===== config.mk =====
export PLATFORM = sky130hd
export DESIGN_NAME = approx_error_monitor
export DESIGN_NICKNAME = d
export VERILOG_FILES = /design/src/rtl/approx_error_monitor.sv
export SDC_FILE = /design/constraint.sdc
export NUM_CORES = 1
export LEC_CHECK = 0
export ABC_AREA = 1
export ABC_CLOCK_PERIOD_IN_PS = 3550
export BUFFER_PORTS_ARGS = -buffer_cell sky130_fd_sc_hd__buf_2
export CAP_MARGIN = 20
export CORE_AREA = 2 2 300 302
export DETAILED_ROUTE_END_ITERATION = 10
export DIE_AREA = 0 0 302 304
export SYNTH_ARGS = -nofsm -noshare
export SYNTH_HDL_FRONTEND = slang
export SYNTH_SLANG_ARGS = --single-unit

===== constraint.sdc =====
create_clock -name clk -period 3.55 [get_ports clk]
set_clock_uncertainty 0.1 [all_clocks]
set_input_delay 0.355 -clock clk [delete_from_list [all_inputs] [get_ports clk]]
set_output_delay 0.355 -clock clk [all_outputs]
set_load 0.005 [all_outputs]

===== src/rtl/approx_error_monitor.sv =====
// Windowed error statistics for an approximate 32x32 multiplier: compares approx vs exact
// products through a two-stage pipeline and reports count, mismatches, error sum and max.
module approx_error_monitor #(
   parameter int unsigned WINDOW = 1024,
   parameter int unsigned SUM_W  = 96
) (
   input  logic             clk,
   input  logic             rst,
   input  logic             s_valid,
   output logic             s_ready,
   input  logic [63:0]      s_approx,
   input  logic [63:0]      s_exact,
   input  logic             flush,
   output logic             m_valid,
   input  logic             m_ready,
   output logic [31:0]      m_samples,
   output logic [31:0]      m_errcnt,
   output logic [SUM_W-1:0] m_sum,
   output logic [63:0]      m_max,
   output logic             m_ovf
);

   typedef enum logic [1:0] {ACCUM, DRAIN, REPORT} state_t;

   state_t           r_state;
   state_t           w_state_nxt;

   logic             r_s1_valid;
   logic             r_s1_err;
   logic [63:0]      r_s1_ed;

   logic [31:0]      r_samples;
   logic [31:0]      r_errcnt;
   logic [SUM_W-1:0] r_sum;
   logic [63:0]      r_max;
   logic             r_ovf;

   logic             w_accept;
   logic             w_last;
   logic             w_flush_go;
   logic [32:0]      w_taken;
   logic [63:0]      w_ed;
   logic [SUM_W:0]   w_sum_ext;

   assign w_accept   = s_valid & s_ready;
   // Samples already committed plus the one sitting in stage 1.
   assign w_taken    = {1'b0, r_samples} + {32'b0, r_s1_valid};
   assign w_last     = w_accept && ((w_taken + 33'd1) == 33'(WINDOW));
   assign w_flush_go = flush && ((w_taken != '0) || w_accept);
   assign w_ed       = (s_approx >= s_exact) ? (s_approx - s_exact) : (s_exact - s_approx);
   assign w_sum_ext  = {1'b0, r_sum} + (SUM_W+1)'(r_s1_ed);

   always_ff @(posedge clk) begin
      if (rst) r_state <= ACCUM;
      else     r_state <= w_state_nxt;
   end

   always_comb begin
      w_state_nxt = r_state;
      unique case (r_state)
         ACCUM:   if (w_last || w_flush_go) w_state_nxt = DRAIN;
         DRAIN:   w_state_nxt = REPORT;
         REPORT:  if (m_ready) w_state_nxt = ACCUM;
         default: w_state_nxt = ACCUM;
      endcase
   end

   always_comb begin
      s_ready   = (r_state == ACCUM) && !rst;
      m_valid   = (r_state == REPORT) && !rst;
      m_samples = rst ? '0 : r_samples;
      m_errcnt  = rst ? '0 : r_errcnt;
      m_sum     = rst ? '0 : r_sum;
      m_max     = rst ? '0 : r_max;
      m_ovf     = rst ? 1'b0 : r_ovf;
   end

   always_ff @(posedge clk) begin
      if (rst) begin
         r_s1_valid <= 1'b0;
         r_s1_err   <= 1'b0;
         r_s1_ed    <= '0;
         r_samples  <= '0;
         r_errcnt   <= '0;
         r_sum      <= '0;
         r_max      <= '0;
         r_ovf      <= 1'b0;
      end else begin
         r_s1_valid <= w_accept;
         if (w_accept) begin
            r_s1_ed  <= w_ed;
            r_s1_err <= (s_approx != s_exact);
         end
         // Stage 1 is always empty in REPORT, so clear and update never collide.
         if ((r_state == REPORT) && m_ready) begin
            r_samples <= '0;
            r_errcnt  <= '0;
            r_sum     <= '0;
            r_max     <= '0;
            r_ovf     <= 1'b0;
         end else if (r_s1_valid) begin
            r_samples <= r_samples + 32'd1;
            r_errcnt  <= r_errcnt + {31'b0, r_s1_err};
            if (r_s1_ed > r_max) r_max <= r_s1_ed;
            if (w_sum_ext[SUM_W]) begin
               r_sum <= '1;
               r_ovf <= 1'b1;
            end else begin
               r_sum <= w_sum_ext[SUM_W-1:0];
            end
         end
      end
   end

endmodule


After elaboration in Yosys (flattened, before gate mapping)

Index checks and enable logic that the tools add are counted.

Memories kept: 0
Memory bits (writable): 0
Bits in latches: 0
Word-level logic and storage cells: 49
Flip-flop bits (word level): 293
Bits of input ports: 133
Bits in read-only memories: 0
Output and inout bits: 227

Mux-type cells: 10
Reduce and logical (&&, ||, !) cells: 14
Bitwise operators: 1
Shift-type cells: 0
$lt $le $gt $ge: 2
$add $sub $neg: 7
$mul: 0
Div/mod/pow operators: 0
Eq/ne operators: 6

Operators with widths:

| operator                                        | number |
|---|---|
| two-way mux 96 bit                              | 2 |
| two-way mux 64 bit                              | 2 |
| subtractor 64 bit                               | 2 |
| adder 96 x 64 -> 97 bit                         | 1 |
| greater-or-equal comparator 64 bit              | 1 |
| > comparator 64 bit                             | 1 |
| two-way mux 32 bit                              | 2 |
| inequality test 64 bit                          | 1 |
| adder 32 x 1 -> 33 bit                          | 1 |
| adder 33 x 1 -> 33 bit, second input constant   | 1 |
| == test 33 x 11 -> 1 bit, second input constant | 1 |
| nonzero test 33 bit                             | 1 |
| adder 32 x 1 -> 32 bit                          | 1 |
| adder 32 x 1 -> 32 bit, second input constant   | 1 |
| case mux 2 bit (3 select lines)                 | 1 |
| AND reduction 2 bit                             | 3 |
| logical AND 1 bit                               | 5 |
| two-way mux 2 bit                               | 2 |
| inequality test 2 bit, second input constant    | 2 |
| == test 2 x 1 -> 1 bit, second input constant   | 1 |
| == test 2 bit, second input constant            | 1 |
| zero test 2 bit                                 | 1 |
| logical OR 1 bit                                | 2 |
| OR reduction 2 bit                              | 1 |
| 3 further kinds                                 | 3 |

Depth between registers and ports, before layout

Word-level depth: 8
Gate-level depth with buffers: 22
Gate-level depth less buffers: 21

Worst setup path before layout

Ideal clock, no wire load.

Path kind: register to register
Start: reg r_s1_ed[0]
End: reg r_sum[74]
Period minus slack after synthesis: 2.740 ns
Arrival time: 2.512 ns
Required time: 3.322 ns
Slack: 0.810 ns
Path buffers: 0
Setup time: 0.128 ns
Cell stages (with the launch flop): 18
Cells stage by stage: dfxtp_1 -> ha_1 -> inv_1 -> fa_1 -> inv_1 -> nand3_1 -> nand2_1 -> a21oi_1 -> o21ai_0 -> a21oi_1 -> o21bai_1 -> nand2_1 -> nand2_1 -> nand2_1 -> o21ai_0 -> a21oi_1 -> nor2_1 -> nor2_1

Cells in the longest elaborated chain, start to end: 2

Ends and longest elaborated chain:

| item                    | line | text |
|---|---|---|
| start, declared         | 30   | `logic [63:0] r_s1_ed;` |
| start signal, assigned  | 91   | `r_s1_ed <= w_ed;` |
| adder 96 x 64 -> 97 bit | 51   | `assign w_sum_ext = {1'b0, r_sum} + (SUM_W+1)'(r_s1_ed);` |
| two-way mux 96 bit      | 105  | `if (w_sum_ext[SUM_W]) begin` |
| end signal, assigned    | 109  | `r_sum <= w_sum_ext[SUM_W-1:0];` |
| end, declared           | 34   | `logic [SUM_W-1:0] r_sum;` |

No other way between the ends.
A chain may end at the register's enable or synchronous reset.

Worst setup path in the final report

Start: reg r_s1_ed[0]
End: reg r_sum[50]

Same word-level chain as after synthesis.

==> results_dict.tcl <==
set metrics [dict create \
    status "completed" \
    layout-area-overhead-vs-synth_pct 18.0 \
    fin_cells 6903 \
    synth_ff_type "dfxtp_1" \
    placed_cells 6838 \
    synthArstFlopShare_pct 0 \
    pwr-share-clk_pct 32.6 \
    fp.dieW_um 302 \
    tns_ns 0 \
    avgViaCountPerCell 5.20 \
    dp.final_hpwl_um 115000 \
    cp-end-kind "flip-flop" \
    synth_top_area_share_pct 19.1 \
    clk_transition_reported_paths_ns 0.07 \
    irDropWorstVdd_mv 0.314 \
    initial_utilization_pct 34.5 \
    die_h_um 304 \
    combinationalPowerShare_pct 38.0 \
    track_usage_pct 29.0 \
    grt.overflow.total 0 \
    drt_iter0_markers 2955 \
    drc_errors 0 \
    switching_share_pct 39.1 \
    crit_fanout 5 \
    final_common_cell "nand2_1" \
    yosysUniqueCellTypes 59 \
    synth_edf_count 0 \
    root_buffer "clkbuf_16" \
    critical_path_arrival_ns 3.64 \
    cts_tree "built" \
    cap_viol_max_count 0 \
    worst-slew-pin-transition_ns 0.914 \
    setup_viol 0 \
    yosysWarnings 0 \
    dp_slack_ns -0.0649 \
    first_global_vias 34700 \
    routed_wl_um 137000 \
    critPathLaunchType "flip-flop" \
    criticalPathCategory "flip-flop to flip-flop" \
    fmax_mhz 303 \
    final_core_util_pct 40.8 \
    clockBufferDepth 3 \
    die-area_um2 91800 \
    powerDensity_nw_per_um2 356 \
    slew_viol_final 0 \
    relSlewSlack_pct 39.1 \
    ant_nets 0 \
    cts_buffers 37 \
    p_sw_mw 5.05 \
    period_share_pct 93.0 \
    firstDrtPassIters 8 \
    p_leak_nw 16.9 \
    seqPwrFrac_pct 29.4 \
    io_pins 360 \
    final_layout_size_suffix_gt1_share_pct 12.1 \
    placeableCoreArea_um2 89000 \
    num_rows 110 \
    yosysTopAreaCell "dfxtp_1" \
    grt_max_degree 162 \
    report.final.hold_viol_count 0 \
    ys_seq_area_share_pct 19.1 \
    p_int_mw 7.86 \
    final_cell_mix "nand2_1 (999), inv_1 (879), nor2_1 (788), a21oi_1 (604), o21ai_0 (367)" \
    yosys_register_bits 293 \
    vias 35900 \
    post_cts_buffers 0 \
    antenna_found_initial 2 \
    ys_top_cells_by_area "dfxtp_1 (19%), nand2_1 (12%), inv_1 (11%)" \
    clkSinkCount 293 \
    p_total_mw 12.9 \
    numPortBuffers 359 \
    cp_data_required_time_ns 3.89 \
    avgRoutedWirePerCell_um 19.9 \
    syn_nets 5668 \
    hold_class "input pin to flip-flop" \
    syn_area_per_cell_um2 5.83 \
    nNetsFinal 6099 \
    synthCells 5272 \
    clk_latency_ns 0.57 \
    htreeDepth 2 \
    place.gp.congestion 1.05 \
    rsz0062_at_grt "no" \
    syn_area_um2 30700 \
    worst_slack_ns 0.249 \
    fin_crit_ns 3.30 \
    grt_pass1_wl_um 206000 \
]
registers in the layout, indices dropped and copies added (netlist names):
register and flops:
r_max 64, r_s1_valid 1, r_sum 96, r_samples 32, r_s1_ed 64, r_s1_err 1
r_state 2, r_ovf 1, r_errcnt 32
routing by layer:
metal | up-vias | track usage [%] | wire (um)
li1 | 17900 | - | -
met4 | 0 | 11.1 | 5800
met5 | - | 0 | 0
met2 | 1122 | 49.8 | 64800
met3 | 232 | 2.01 | 6570
met1 | 16700 | 37.7 | 60300
final cells by class:
class,instances,area [um2]
clock buffers,51,1090
multi-input cells,3934,20900
diodes,1,2.50
flip-flops and latches,293,5870
fillers,9886,52800
clock inverters,11,241
well taps,1176,1470
repair buffers,542,3320
inverters,895,3360
power groups by stage:
stage          Combinational (mW)  Clock (mW)  Sequential (mW)
6_report                     4.91        4.21             3.79
5_1_grt                      5.38        4.39             3.82
4_1_cts                      4.85        4.27             3.79
3_5_place_dp                 4.82           0             3.86
3_3_place_gp                 4.82           0             3.85
2_1_floorplan                2.98           0             3.75
final timing paths:
check                   from         end  slack [ns]  cells after the start
setup reg to reg  r_s1_ed[0]   r_sum[50]        0.25                     14
hold / removal           rst  r_state[1]        0.21                      4
hold reg to reg        r_ovf       r_ovf        0.35                      2
setup / recovery  r_s1_ed[0]   r_sum[50]        0.25                     14
cell families (layout without fill, tap and decap cells):
logic type	after synthesis	after routing	synth area share, %
AND/OR/NAND/NOR	2310	2310	31.6
AO/OA/AOI/OAI	1213	1213	21.3
buffers and inverters	1045	1499	13.0
flip-flops	293	293	19.1
adder cells (fa/ha/maj)	263	263	10.8
XOR/XNOR	148	148	4.22
other	0	1	0
metrics by stage:
step                hold slack, ns  cell area (um2)
floorplan                    0.336            30700
global placement             0.347            34900
detailed placement           0.351            34900
CTS                          0.196            36300
global route                 0.275            36300
finish                       0.209            36300
Yosys cell counts (all sizes together) (2+ instances only):
master	instances
a31oi	37
clkbuf	100
o21ai	409
nand3b	4
o22ai	5
nand4	52
dfxtp	293
a21boi	18
nand2	1031
nor2	819
a21o	18
nor3	71
o211ai	42
ha	260
inv	891
a21oi	608
clkinv	4
o2111ai	2
a211oi	13
o21bai	28
fa	3
and3	3
o311ai	3
o21a	22
nand3	281
a221oi	3
and2	4
or4	2
nor4	37
buf	50
xnor2	41
xor2	107
nor3b	3
what timing repair did:
action	in CTS	in global routing
hold endpoints to repair	2	0
endpoints found under the setup margin	0	16
resized for setup	0	8
hold buffers	2	0
worst max-delay path, stage by stage, from the launching register on:
cell and delay, ns:
dfxtp_1 0.34, ha_1 0.22, inv_1 0.13, fa_1 0.26
inv_1 0.06, nand3_1 0.06, nand2_1 0.16, a21oi_2 0.32
o21ai_0 0.16, a21oi_1 0.46, o21bai_2 0.13, a21oi_1 0.32
o21bai_2 0.16, xnor2_1 0.22, a21oi_1 0.09
No activity file was read; power rests on OpenSTA's default activity.
